File: src/rtl/bidcounter_pkg.sv
// Shared definitions for bidcounter and its direction controller.
package bidcounter_pkg;

   localparam int WIDTH_DEFAULT = 4;

   localparam logic DIR_UP = 1'b0;
   localparam logic DIR_DN = 1'b1;

   typedef enum logic [1:0] {
      LOW  = 2'd0,
      RISE = 2'd1,
      HIGH = 2'd2,
      FALL = 2'd3
   } db_state_t;

endpackage

File: src/rtl/btn_debounce.sv
// Push-button synchronizer and debouncer; emits one press pulse per accepted rising level.
//
// state | meaning
// LOW   | button accepted as released
// RISE  | button seen high, waiting for it to stay high
// HIGH  | button accepted as pressed
// FALL  | button seen low, waiting for it to stay low
module btn_debounce
   import bidcounter_pkg::*;
#(
   parameter int DEBOUNCE_CYCLES = 4
) (
   input  logic clk,
   input  logic reset,
   input  logic btn,
   output logic btn_clean,
   output logic press
);

   localparam logic [7:0] DB_LOAD  = 8'(DEBOUNCE_CYCLES - 1);
   localparam logic       DB_SHORT = (DEBOUNCE_CYCLES == 1);

   logic       sync_1;
   logic       btn_s;
   db_state_t  state;
   db_state_t  state_nxt;
   logic [7:0] db_cnt;
   logic [7:0] db_cnt_nxt;
   logic       press_q;
   logic       press_nxt;
   logic       db_tc;

   // db_cnt holds the remaining stable cycles still required
   assign db_tc = (db_cnt <= 8'd1);

   always_ff @(posedge clk) begin
      if (reset) begin
         sync_1  <= 1'b0;
         btn_s   <= 1'b0;
         state   <= LOW;
         db_cnt  <= 8'd0;
         press_q <= 1'b0;
      end else begin
         sync_1  <= btn;
         btn_s   <= sync_1;
         state   <= state_nxt;
         db_cnt  <= db_cnt_nxt;
         press_q <= press_nxt;
      end
   end

   always_comb begin
      state_nxt  = state;
      db_cnt_nxt = db_cnt;
      press_nxt  = 1'b0;
      unique case (state)
         LOW: begin
            if (btn_s) begin
               if (DB_SHORT) begin
                  state_nxt = HIGH;
                  press_nxt = 1'b1;
               end else begin
                  state_nxt  = RISE;
                  db_cnt_nxt = DB_LOAD;
               end
            end
         end
         RISE: begin
            if (!btn_s) begin
               state_nxt  = LOW;
               db_cnt_nxt = 8'd0;
            end else if (db_tc) begin
               state_nxt  = HIGH;
               db_cnt_nxt = 8'd0;
               press_nxt  = 1'b1;
            end else begin
               db_cnt_nxt = db_cnt - 8'd1;
            end
         end
         HIGH: begin
            if (!btn_s) begin
               if (DB_SHORT) begin
                  state_nxt = LOW;
               end else begin
                  state_nxt  = FALL;
                  db_cnt_nxt = DB_LOAD;
               end
            end
         end
         FALL: begin
            if (btn_s) begin
               state_nxt  = HIGH;
               db_cnt_nxt = 8'd0;
            end else if (db_tc) begin
               state_nxt  = LOW;
               db_cnt_nxt = 8'd0;
            end else begin
               db_cnt_nxt = db_cnt - 8'd1;
            end
         end
         default: begin
            state_nxt  = LOW;
            db_cnt_nxt = 8'd0;
         end
      endcase
   end

   always_comb begin
      btn_clean = (state == HIGH) || (state == FALL);
      press     = press_q;
   end

endmodule

File: src/rtl/bidcounter_dir_ctrl.sv
// Direction control for bidcounter: button toggle plus optional ping-pong auto-reverse.
//
// state | meaning
// UP    | ctrl=0, counter increments
// DOWN  | ctrl=1, counter decrements
module bidcounter_dir_ctrl
   import bidcounter_pkg::*;
#(
   parameter int WIDTH           = WIDTH_DEFAULT,
   parameter int DEBOUNCE_CYCLES = 4
) (
   input  logic             clk,
   input  logic             reset,
   input  logic             btn,
   input  logic             mode,
   input  logic [WIDTH-1:0] count,
   output logic             ctrl,
   output logic             dir_change,
   output logic             btn_clean
);

   localparam logic [WIDTH-1:0] CNT_MAX     = '1;
   localparam logic [WIDTH-1:0] CNT_TURN_UP = CNT_MAX - WIDTH'(1);
   localparam logic [WIDTH-1:0] CNT_TURN_DN = WIDTH'(1);

   logic dir_q;
   logic dir_nxt;
   logic dir_change_q;
   logic press;
   logic turn_up;
   logic turn_dn;
   logic toggle;

   btn_debounce #(
      .DEBOUNCE_CYCLES(DEBOUNCE_CYCLES)
   ) u_btn_debounce (
      .clk      (clk),
      .reset    (reset),
      .btn      (btn),
      .btn_clean(btn_clean),
      .press    (press)
   );

   // Turn one step early: bidcounter samples ctrl on the same edge it changes here
   assign turn_up = mode && (dir_q == DIR_UP) && (count == CNT_TURN_UP);
   assign turn_dn = mode && (dir_q == DIR_DN) && (count == CNT_TURN_DN);
   assign toggle  = press || turn_up || turn_dn;

   always_ff @(posedge clk) begin
      if (reset) begin
         dir_q        <= DIR_UP;
         dir_change_q <= 1'b0;
      end else begin
         dir_q        <= dir_nxt;
         dir_change_q <= toggle;
      end
   end

   always_comb begin
      dir_nxt = dir_q;
      if (toggle) begin
         dir_nxt = ~dir_q;
      end
   end

   always_comb begin
      ctrl       = dir_q;
      dir_change = dir_change_q;
   end

endmodule

File: config.mk
export PLATFORM = sky130hd
export DESIGN_NAME = bidcounter_dir_ctrl
export DESIGN_NICKNAME = d
export VERILOG_FILES = /design/src/rtl/bidcounter_pkg.sv /design/src/rtl/btn_debounce.sv /design/src/rtl/bidcounter_dir_ctrl.sv
export SDC_FILE = /design/constraint.sdc
export NUM_CORES = 1
export LEC_CHECK = 0
export BUFFER_PORTS_ARGS = -buffer_cell sky130_fd_sc_hd__buf_4
export CAP_MARGIN = 5
export CORE_AREA = 10 10 49 51
export CTS_BUF_LIST = sky130_fd_sc_hd__clkbuf_4 sky130_fd_sc_hd__clkbuf_8
export DETAILED_ROUTE_END_ITERATION = 16
export DIE_AREA = 0 0 59 61
export PLACE_DENSITY_LB_ADDON = 0.05
export SLEW_MARGIN = 20
export SYNTH_ARGS = -nofsm -noshare
export SYNTH_HDL_FRONTEND = slang
export SYNTH_SLANG_ARGS = --single-unit
File: constraint.sdc
create_clock -name clk -period 1.5 [get_ports clk]
set_input_delay 0.075 -clock clk [delete_from_list [all_inputs] [get_ports clk]]
set_output_delay 0.075 -clock clk [all_outputs]
set_load 0.01 [all_outputs]
==> impl_metrics.prom, run 1 <==
# TYPE chip_impl_metric gauge
chip_impl_metric{name="initial_utilization",unit=""} 0.493
chip_impl_metric{name="global_route.overflow_total",unit=""} 0
chip_impl_metric{name="fin_skew",unit="ps"} 5.30
chip_impl_metric{name="synth_nets",unit=""} 87
chip_impl_metric{name="finalHoldViolCount",unit=""} 0
chip_impl_metric{name="drtIter0Drc",unit=""} 23
chip_impl_metric{name="wirelength",unit="mm"} 1.64
chip_impl_info{name="yosysMostFrequentCell",value="sky130_fd_sc_hd__dfxtp_1"} 1
chip_impl_metric{name="timing.slew.headroom",unit=""} 0.716
chip_impl_metric{name="post-place-cells",unit=""} 113
chip_impl_metric{name="cts.clk_slew.worst_paths",unit="ps"} 100
chip_impl_metric{name="final.period_utilization",unit=""} 1.07
chip_impl_metric{name="timing.final.setup_violations",unit=""} 4
chip_impl_metric{name="power.density",unit="nW/um2"} 910
chip_impl_info{name="clk_root_buffer_cell",value="sky130_fd_sc_hd__clkbuf_4"} 1
chip_impl_metric{name="post-dp-hpwl",unit="mm"} 1.16
chip_impl_info{name="cpLargestDelayFamily",value="simple AND/OR/NAND/NOR gates"} 1
chip_impl_metric{name="die-width",unit="um"} 59
chip_impl_metric{name="finalNonFillerCells",unit=""} 122
chip_impl_metric{name="setup_slack_after_layout",unit="ps"} -105
chip_impl_metric{name="area.growth.synth_to_final",unit="%"} 42.8
chip_impl_metric{name="numCtsBuffers",unit=""} 3
chip_impl_metric{name="worst-endpoint-required",unit="ps"} 1680
chip_impl_metric{name="cts-htree-levels",unit=""} 1
chip_impl_info{name="crit_path_cell_chain",value="inv_2 > ha_4 > buf_4 > nor3b_2 > nor3b_1 > nand2b_4 > a31oi_1"} 1
chip_impl_metric{name="wl_per_cell",unit="um"} 13.4
chip_impl_metric{name="post_dp_cell_area",unit="um2"} 916
chip_impl_metric{name="clock_power_share",unit=""} 0.254
chip_impl_metric{name="drtAntennaViolNets",unit=""} 0
chip_impl_metric{name="cts.path.max_buffers",unit=""} 2
chip_impl_metric{name="ys_types",unit=""} 30
chip_impl_info{name="rr_endpoint",value="u_btn_debounce.db_cnt[6]"} 1
chip_impl_metric{name="share_of_power_burned_in_registers",unit=""} 0.466
chip_impl_metric{name="vias",unit=""} 680
chip_impl_metric{name="core.rowCount",unit=""} 14
chip_impl_metric{name="synth_edf_count",unit=""} 0
chip_impl_info{name="synthTopCellsByArea",value="sky130_fd_sc_hd__dfxtp_1, sky130_fd_sc_hd__a31oi_1, sky130_fd_sc_hd__a21oi_1"} 1
chip_impl_metric{name="worst_ep_arrival_time",unit="ps"} 1790
chip_impl_metric{name="power.ir.vdd_worst",unit="uV"} 604
chip_impl_metric{name="portBuffers",unit=""} 10
chip_impl_metric{name="critical_path.n_buffers_inverters",unit=""} 2
chip_impl_info{name="yosys-top-cells-count",value="sky130_fd_sc_hd__dfxtp_1, sky130_fd_sc_hd__a21oi_1, sky130_fd_sc_hd__nor2_1, sky130_fd_sc_hd__a31oi_1, sky130_fd_sc_hd__inv_1"} 1
chip_impl_metric{name="hold_depth",unit=""} 2
chip_impl_metric{name="coreArea",unit="um2"} 1470
chip_impl_metric{name="worst_pin_slew",unit="ps"} 422
chip_impl_metric{name="timing.max_cap.violations",unit=""} 0
chip_impl_metric{name="die-height",unit="um"} 61
chip_impl_metric{name="totalPowerFinal",unit="uW"} 943
chip_impl_metric{name="remaining_drc_errors",unit=""} 0
chip_impl_metric{name="power_report.internal_total",unit="uW"} 657
chip_impl_metric{name="crit_path_max_incr_delay",unit="ps"} 380
chip_impl_info{name="failed_checks",value="setup timing"} 1
chip_impl_metric{name="fmax",unit="GHz"} 0.623
chip_impl_metric{name="antenna_found_initial",unit=""} 0
chip_impl_metric{name="timing.reg2reg.worst_path_depth",unit=""} 7
chip_impl_metric{name="cts.sinks",unit=""} 15
chip_impl_metric{name="power.static_leakage",unit="nW"} 0.457
chip_impl_metric{name="ys_seq_area_frac",unit=""} 0.414
chip_impl_info{name="cts_tree",value="yes"} 1
chip_impl_metric{name="die_area",unit="um2"} 3600
chip_impl_info{name="reg2reg_from",value="u_btn_debounce.db_cnt[1]"} 1
chip_impl_metric{name="async_flop_share",unit=""} 0
chip_impl_metric{name="first_pass_iters",unit=""} 4
chip_impl_info{name="synth_largest_area_cell",value="sky130_fd_sc_hd__dfxtp_1"} 1
chip_impl_info{name="critical_path.endpoint_type",value="flop"} 1
chip_impl_metric{name="final_nets",unit=""} 117
chip_impl_metric{name="post-synth-top-area-fraction",unit=""} 0.414
chip_impl_metric{name="layout-drive-gt1-share",unit=""} 0.462
chip_impl_metric{name="regToRegSetupSlack",unit="ps"} -100
chip_impl_metric{name="post_synth_inst_count",unit=""} 77
chip_impl_metric{name="power.net_switching",unit="uW"} 286
chip_impl_info{name="worst_hold_path.endpoint",value="u_btn_debounce.db_cnt[0]"} 1
chip_impl_metric{name="finalInstanceArea",unit="um2"} 1040
chip_impl_metric{name="grt_pass1_vias",unit=""} 598
chip_impl_info{name="grt_setup_unrepaired",value="yes"} 1
chip_impl_metric{name="setup_total_negative_slack",unit="ps"} -206
chip_impl_metric{name="syn_area",unit="um2"} 726
chip_impl_info{name="synth_top_flop_cell",value="sky130_fd_sc_hd__dfxtp_1"} 1
chip_impl_metric{name="pin_count",unit=""} 11
chip_impl_info{name="worstHoldStart",value="reset"} 1
chip_impl_info{name="hold_path_class",value="in -> reg"} 1
chip_impl_metric{name="worst_skew_pair.late_latency",unit="ps"} 290
chip_impl_metric{name="finalWorstPathRequiredPeriod",unit="ps"} 1600
chip_impl_metric{name="critical_path_peak_fanout",unit=""} 3
chip_impl_info{name="timing.critical_path.slowest_stage_cell",value="sky130_fd_sc_hd__nor3b_1"} 1
chip_impl_metric{name="ys_ff_latch",unit=""} 15
chip_impl_metric{name="gpl.final_weighted_congestion",unit=""} 0.718
chip_impl_metric{name="comb_power_share",unit=""} 0.280
chip_impl_metric{name="drv_slew",unit=""} 0
chip_impl_info{name="critical_path_class",value="reg -> reg"} 1
chip_impl_metric{name="grt_max_degree",unit=""} 13
chip_impl_metric{name="route.detailed.vias_per_inst",unit=""} 5.57
chip_impl_metric{name="syn_area_per_cell",unit="um2"} 9.42
chip_impl_metric{name="total_routing_usage_gr",unit=""} 0.0875
chip_impl_metric{name="synth.yosys.warnings",unit=""} 0
chip_impl_metric{name="insertedDiodeCount",unit=""} 0
chip_impl_metric{name="first_pass_grt_wire_length",unit="mm"} 2.47
chip_impl_info{name="type_of_element_launching_the_critical_path",value="flop"} 1
chip_impl_metric{name="netSwitchingFraction",unit=""} 0.303
chip_impl_info{name="run_status",value="finished, violations left"} 1
-- metrics by stage --
| step | utilization | setup WS [ps] | hold slack, ps |
|---|---|---|---|
| 3_5_place_dp | 0.622 | -76.7 | 298 |
| 5_1_grt | 0.704 | -182 | 29.9 |
| 3_3_place_gp | 0.622 | -40.4 | 295 |
| 4_1_cts | 0.662 | -51.3 | 27.6 |
| 6_report | 0.704 | -105 | 28.4 |
| 2_1_floorplan | - | -3.10 | 203 |
-- cell families (layout without fill, tap and decap cells) --
kind of cell	count (synthesis)	in the layout	share of synthesized area
flip-flops	15	15	0.414
multiplexers	2	2	0.0293
buffers and inverters	6	35	0.0379
AND/OR/NAND/NOR	32	32	0.271
XOR/XNOR	4	4	0.0483
AO/OA/AOI/OAI	16	16	0.166
adder cells (fa/ha/maj)	2	2	0.0345
-- power by group through the flow --
stage                     combinational, mW  clock, mW  sequential [mW]
final                                 0.264      0.239            0.439
after global routing                  0.289      0.265            0.442
after CTS                             0.234      0.245            0.438
after detailed placement              0.223          0            0.447
after global placement                0.218          0            0.447
after floorplan                       0.134          0            0.447
-- registers in the layout, indices dropped and copies added, names as in the netlist, named ones only --
signal and count:
ctrl 1, u_btn_debounce.btn_s 1, u_btn_debounce.sync_1 1, u_btn_debounce.db_cnt 8, dir_change 1, u_btn_debounce.press 1
u_btn_debounce.state 1
-- worst max-delay path by stage --
stage / from / end / depth (start not counted) / slack, ps
2_1_floorplan: u_btn_debounce.db_cnt[0] / u_btn_debounce.db_cnt[7] / 6 / -3
3_3_place_gp: u_btn_debounce.db_cnt[0] / u_btn_debounce.db_cnt[3] / 6 / -40
3_5_place_dp: u_btn_debounce.db_cnt[0] / u_btn_debounce.db_cnt[7] / 6 / -80
4_1_cts: u_btn_debounce.db_cnt[0] / u_btn_debounce.db_cnt[3] / 7 / -50
5_1_grt: u_btn_debounce.db_cnt[1] / u_btn_debounce.db_cnt[6] / 7 / -180
6_report: u_btn_debounce.db_cnt[1] / u_btn_debounce.db_cnt[6] / 7 / -100
-- area by class of cell --
class                           count  area, um2
Clock buffer                        3       22.5
Inverter                            4       15.0
Tap cell                           16       20.0
Clock inverter                      1       5.00
Fill cell                         128        435
Sequential cell                    15        303
Multi-Input combinational cell     56        462
Timing Repair Buffer               27        209
-- routing by layer --
layer / vias to the layer above / wire (um) / part of all wire / track usage
met4: 0 / 30 / 0.018 / 0.0590
met3: 3 / 76 / 0.046 / 0.0271
li1: 337 / - / - / -
met5: - / 0 / 0 / 0
met1: 327 / 694 / 0.42 / 0.0945
met2: 13 / 837 / 0.51 / 0.144
-- placed cells by master, fill, tap and decap left out, types with 2 or more instances in the layout --
| master | Yosys | routed |
|---|---|---|
| sky130_fd_sc_hd__or3_1 | 2 | 2 |
| sky130_fd_sc_hd__inv_1 | 4 | 2 |
| sky130_fd_sc_hd__a31oi_1 | 5 | 5 |
| sky130_fd_sc_hd__dfxtp_2 | 0 | 2 |
| sky130_fd_sc_hd__buf_4 | 0 | 25 |
| sky130_fd_sc_hd__nor2b_1 | 3 | 3 |
| sky130_fd_sc_hd__nor3b_1 | 3 | 2 |
| sky130_fd_sc_hd__nand2_1 | 3 | 3 |
| sky130_fd_sc_hd__xor2_1 | 3 | 3 |
| sky130_fd_sc_hd__dfxtp_1 | 15 | 13 |
| sky130_fd_sc_hd__a21oi_2 | 0 | 2 |
| sky130_fd_sc_hd__nor4_1 | 2 | 2 |
| sky130_fd_sc_hd__a21oi_1 | 6 | 4 |
| sky130_fd_sc_hd__inv_2 | 0 | 2 |
| sky130_fd_sc_hd__nand4_1 | 2 | 2 |
| sky130_fd_sc_hd__nand2b_1 | 3 | 2 |
| sky130_fd_sc_hd__clkbuf_4 | 0 | 3 |
| sky130_fd_sc_hd__nor2_1 | 6 | 6 |
-- timing repair --
action | 4_1_cts | 5_1_grt
resized for setup | 3 | 10
pin swaps | 5 | 7
endpoints found under the hold margin | 1 | 0
gates cloned | 0 | 1
endpoints found under the setup margin | 6 | 6
hold buffers | 1 | 0
setup buffers | 1 | 2
-- worst reg2reg max path, cell delays in order (launching register included) --
cell and delay, ps:
sky130_fd_sc_hd__dfxtp_2 330, sky130_fd_sc_hd__inv_2 80, sky130_fd_sc_hd__ha_4 140, sky130_fd_sc_hd__buf_4 100, sky130_fd_sc_hd__nor3b_2 180, sky130_fd_sc_hd__nor3b_1 380
sky130_fd_sc_hd__nand2b_4 210, sky130_fd_sc_hd__a31oi_1 70
Note: power is estimated with default switching activity, not from simulation.
==> inputs of run 2 (changes only) <==
==> constraint.sdc (replaced) <==
create_clock -name clk -period 1.5 [get_ports clk]
set_input_delay 0.3 -clock clk [delete_from_list [all_inputs] [get_ports clk]]
set_output_delay 0.3 -clock clk [all_outputs]
set_load 0.01 [all_outputs]
==> run 2 against run 1 <==
Effect of this change: the run still ends with setup timing left; critical endpoint is now u_btn_debounce.db_cnt[2]; highest routed layer unchanged; clock skew down 3.1 ps; register-to-register slack better by 30 ps; maximum frequency up 1.9%; global-route usage up 1.9 points; final cell count up 0.82%; die area unchanged; worst setup slack better by 30 ps; combinational power up 7.6%; final area up 4.5%; sequential power up 1%; non-clock buffer count up 1.
==> impl_metrics.prom, run 2 (synthesis gave the netlist of run 1 again) <==
# TYPE chip_impl_metric gauge
chip_impl_metric{name="worst_skew_pair.late_latency",unit="ps"} 290
chip_impl_info{name="layout_commonest_cell",value="sky130_fd_sc_hd__buf_4"} 1
chip_impl_metric{name="drtAntennaViolNets",unit=""} 0
chip_impl_metric{name="antenna_found_initial",unit=""} 0
chip_impl_info{name="run_status",value="finished, violations left"} 1
chip_impl_metric{name="die-height",unit="um"} 61
chip_impl_metric{name="die-width",unit="um"} 59
chip_impl_metric{name="worst-endpoint-required",unit="ps"} 1720
chip_impl_metric{name="worst_ep_arrival_time",unit="ps"} 1800
chip_impl_metric{name="power_report.internal_total",unit="uW"} 691
chip_impl_info{name="failed_checks",value="setup timing"} 1
chip_impl_info{name="rr_endpoint",value="u_btn_debounce.db_cnt[2]"} 1
chip_impl_info{name="clk_root_buffer_cell",value="sky130_fd_sc_hd__clkbuf_4"} 1
chip_impl_metric{name="wirelength",unit="mm"} 1.85
chip_impl_metric{name="share_of_power_burned_in_registers",unit=""} 0.451
chip_impl_metric{name="timing.final.setup_violations",unit=""} 5
chip_impl_metric{name="worst-path-stages",unit=""} 7
chip_impl_metric{name="portBuffers",unit=""} 10
chip_impl_metric{name="power.net_switching",unit="uW"} 295
chip_impl_metric{name="drtIter0Drc",unit=""} 9
chip_impl_metric{name="n_fill_cell",unit=""} 121
chip_impl_metric{name="finalHoldViolCount",unit=""} 0
chip_impl_metric{name="final_nets",unit=""} 118
chip_impl_metric{name="remaining_drc_errors",unit=""} 0
chip_impl_metric{name="cts.sinks",unit=""} 15
chip_impl_metric{name="core.rowCount",unit=""} 14
chip_impl_info{name="endpoint",value="u_btn_debounce.db_cnt[2]"} 1
chip_impl_metric{name="insertedDiodeCount",unit=""} 0
chip_impl_metric{name="coreArea",unit="um2"} 1470
chip_impl_metric{name="timing.reg2reg.worst_path_depth",unit=""} 7
chip_impl_info{name="timing.critical_path.slowest_stage_cell",value="sky130_fd_sc_hd__dfxtp_4"} 1
chip_impl_metric{name="area.growth.synth_to_final",unit="%"} 49.1
chip_impl_metric{name="fmax",unit="GHz"} 0.635
chip_impl_metric{name="drv_slew",unit=""} 0
chip_impl_metric{name="total_routing_usage_gr",unit=""} 0.107
chip_impl_metric{name="finalWorstPathRequiredPeriod",unit="ps"} 1570
chip_impl_info{name="critical_path_class",value="reg -> reg"} 1
chip_impl_info{name="regMostFlops",value="u_btn_debounce.db_cnt"} 1
chip_impl_metric{name="clock_power_share",unit=""} 0.261
chip_impl_metric{name="cts-htree-levels",unit=""} 1
chip_impl_metric{name="cts.clk_slew.worst_paths",unit="ps"} 90
chip_impl_metric{name="first_pass_iters",unit=""} 4
chip_impl_metric{name="gpl.final_weighted_congestion",unit=""} 0.717
chip_impl_info{name="worst_setup_path_startpoint",value="u_btn_debounce.db_cnt[0]"} 1
chip_impl_metric{name="initial_utilization",unit=""} 0.493
chip_impl_metric{name="comb_power_share",unit=""} 0.288
chip_impl_metric{name="die_area",unit="um2"} 3600
chip_impl_metric{name="layout-drive-gt1-share",unit=""} 0.505
chip_impl_metric{name="largest_register_ff_count",unit=""} 8
chip_impl_metric{name="wl_per_cell",unit="um"} 15.0
chip_impl_metric{name="netSwitchingFraction",unit=""} 0.299
chip_impl_metric{name="finalNonFillerCells",unit=""} 123
chip_impl_info{name="reg2reg_from",value="u_btn_debounce.db_cnt[0]"} 1
chip_impl_metric{name="critical_path_peak_fanout",unit=""} 4
chip_impl_metric{name="global_route.overflow_total",unit=""} 0
chip_impl_metric{name="route.detailed.vias_per_inst",unit=""} 5.69
chip_impl_metric{name="cts_hold_buffers",unit=""} 0
chip_impl_info{name="type_of_element_launching_the_critical_path",value="flop"} 1
chip_impl_info{name="cpLargestDelayFamily",value="compound AO/OA/AOI/OAI gates"} 1
chip_impl_info{name="worstHoldStart",value="btn"} 1
chip_impl_metric{name="power.static_leakage",unit="nW"} 0.466
chip_impl_metric{name="post-place-cells",unit=""} 112
chip_impl_metric{name="regToRegSetupSlack",unit="ps"} -70
chip_impl_metric{name="timing.slew.headroom",unit=""} 0.691
chip_impl_metric{name="power.ir.vdd_worst",unit="uV"} 597
chip_impl_metric{name="pin_count",unit=""} 11
chip_impl_metric{name="setup_slack_after_layout",unit="ps"} -74.8
chip_impl_metric{name="first_pass_grt_wire_length",unit="mm"} 2.99
chip_impl_info{name="cts_tree",value="yes"} 1
chip_impl_metric{name="worst_pin_slew",unit="ps"} 460
chip_impl_metric{name="numCtsBuffers",unit=""} 3
chip_impl_metric{name="post-dp-hpwl",unit="mm"} 1.18
chip_impl_info{name="crit_path_cell_chain",value="inv_4 > ha_4 > or2_4 > a311oi_4 > buf_4 > nand2b_1 > a31oi_1"} 1
chip_impl_metric{name="cts.path.max_buffers",unit=""} 2
chip_impl_metric{name="critical_path.n_buffers_inverters",unit=""} 2
chip_impl_info{name="critical_path.endpoint_type",value="flop"} 1
chip_impl_info{name="layout.cells.most_common_list",value="sky130_fd_sc_hd__buf_4, sky130_fd_sc_hd__dfxtp_1, sky130_fd_sc_hd__nor2_1"} 1
chip_impl_metric{name="timing.max_cap.violations",unit=""} 0
chip_impl_metric{name="totalPowerFinal",unit="uW"} 985
chip_impl_metric{name="vias",unit=""} 700
chip_impl_info{name="hold_path_class",value="in -> reg"} 1
chip_impl_info{name="grt_setup_unrepaired",value="yes"} 1
chip_impl_metric{name="final.period_utilization",unit=""} 1.05
chip_impl_metric{name="crit_path_max_incr_delay",unit="ps"} 390
chip_impl_metric{name="grt_max_degree",unit=""} 12
chip_impl_metric{name="grt_pass1_vias",unit=""} 739
chip_impl_metric{name="power.density",unit="nW/um2"} 910
chip_impl_metric{name="fin_skew",unit="ps"} 2.20
-- run 2: changes by cell type in the layout (fill, tap and decap cells not counted), moves of 2 or more --
cell,previous run,this run
sky130_fd_sc_hd__a21oi_1,4,2
sky130_fd_sc_hd__a21oi_2,2,4
sky130_fd_sc_hd__inv_2,2,0
sky130_fd_sc_hd__inv_4,0,2
-- run 2: routing by layer --
metal	global-route usage	routed length, um	vias to the layer above
li1	-	-	339
met1	0.112	729	349
met2	0.185	1030	7
met3	0.0313	52	5
met4	0.0656	40	0
met5	0	0	-
-- run 2: power by group through the flow --
stage          combinational [mW]  clock [mW]  sequential (mW)
4_1_cts                     0.232       0.261            0.441
3_5_place_dp                0.218           0            0.449
5_1_grt                     0.314       0.270            0.448
2_1_floorplan               0.134           0            0.447
6_report                    0.284       0.257            0.445
3_3_place_gp                0.213           0            0.448
-- run 2: layout make-up --
| cell class | instances | area [um2] | share of cell area |
|---|---|---|---|
| repair buffers | 28 | 218 | 0.201 |
| multi-input cells | 56 | 489 | 0.452 |
| clock buffers | 4 | 30.0 | 0.0277 |
| flip-flops and latches | 15 | 305 | 0.282 |
| well taps | 16 | 20.0 | 0.0185 |
| inverters | 4 | 20.0 | 0.0185 |
-- run 2: per-stage QoR --
step / cell area, um2 / worst slack, ps / utilization / TNS (ps) / hold WS [ps]
after floorplan: 743 / -3.10 / - / -3.10 / 414
after global placement: 908 / -46.8 / 0.617 / -154 / 423
after detailed placement: 908 / -99.6 / 0.617 / -327 / 437
after CTS: 985 / -59.7 / 0.669 / -173 / 223
after global routing: 1080 / -177 / 0.736 / -793 / 246
final: 1080 / -74.8 / 0.736 / -276 / 218
-- run 2: worst min path at each step --
stage               slack, ps               endpoint  cells past startpoint
detailed placement        440   u_btn_debounce.btn_s                      1
global route              250  u_btn_debounce.sync_1                      2
CTS                       220  u_btn_debounce.sync_1                      2
finish                    220  u_btn_debounce.sync_1                      2
global placement          420   u_btn_debounce.btn_s                      1
floorplan                 410   u_btn_debounce.btn_s                      1
-- run 2: repair_timing --
action / 4_1_cts / 5_1_grt
setup buffers: 3 / 3
pin swaps: 9 / 5
resized for setup: 5 / 16
setup endpoints to repair: 5 / 9
endpoints found under the hold margin: 0 / 0
gates cloned: 1 / 0
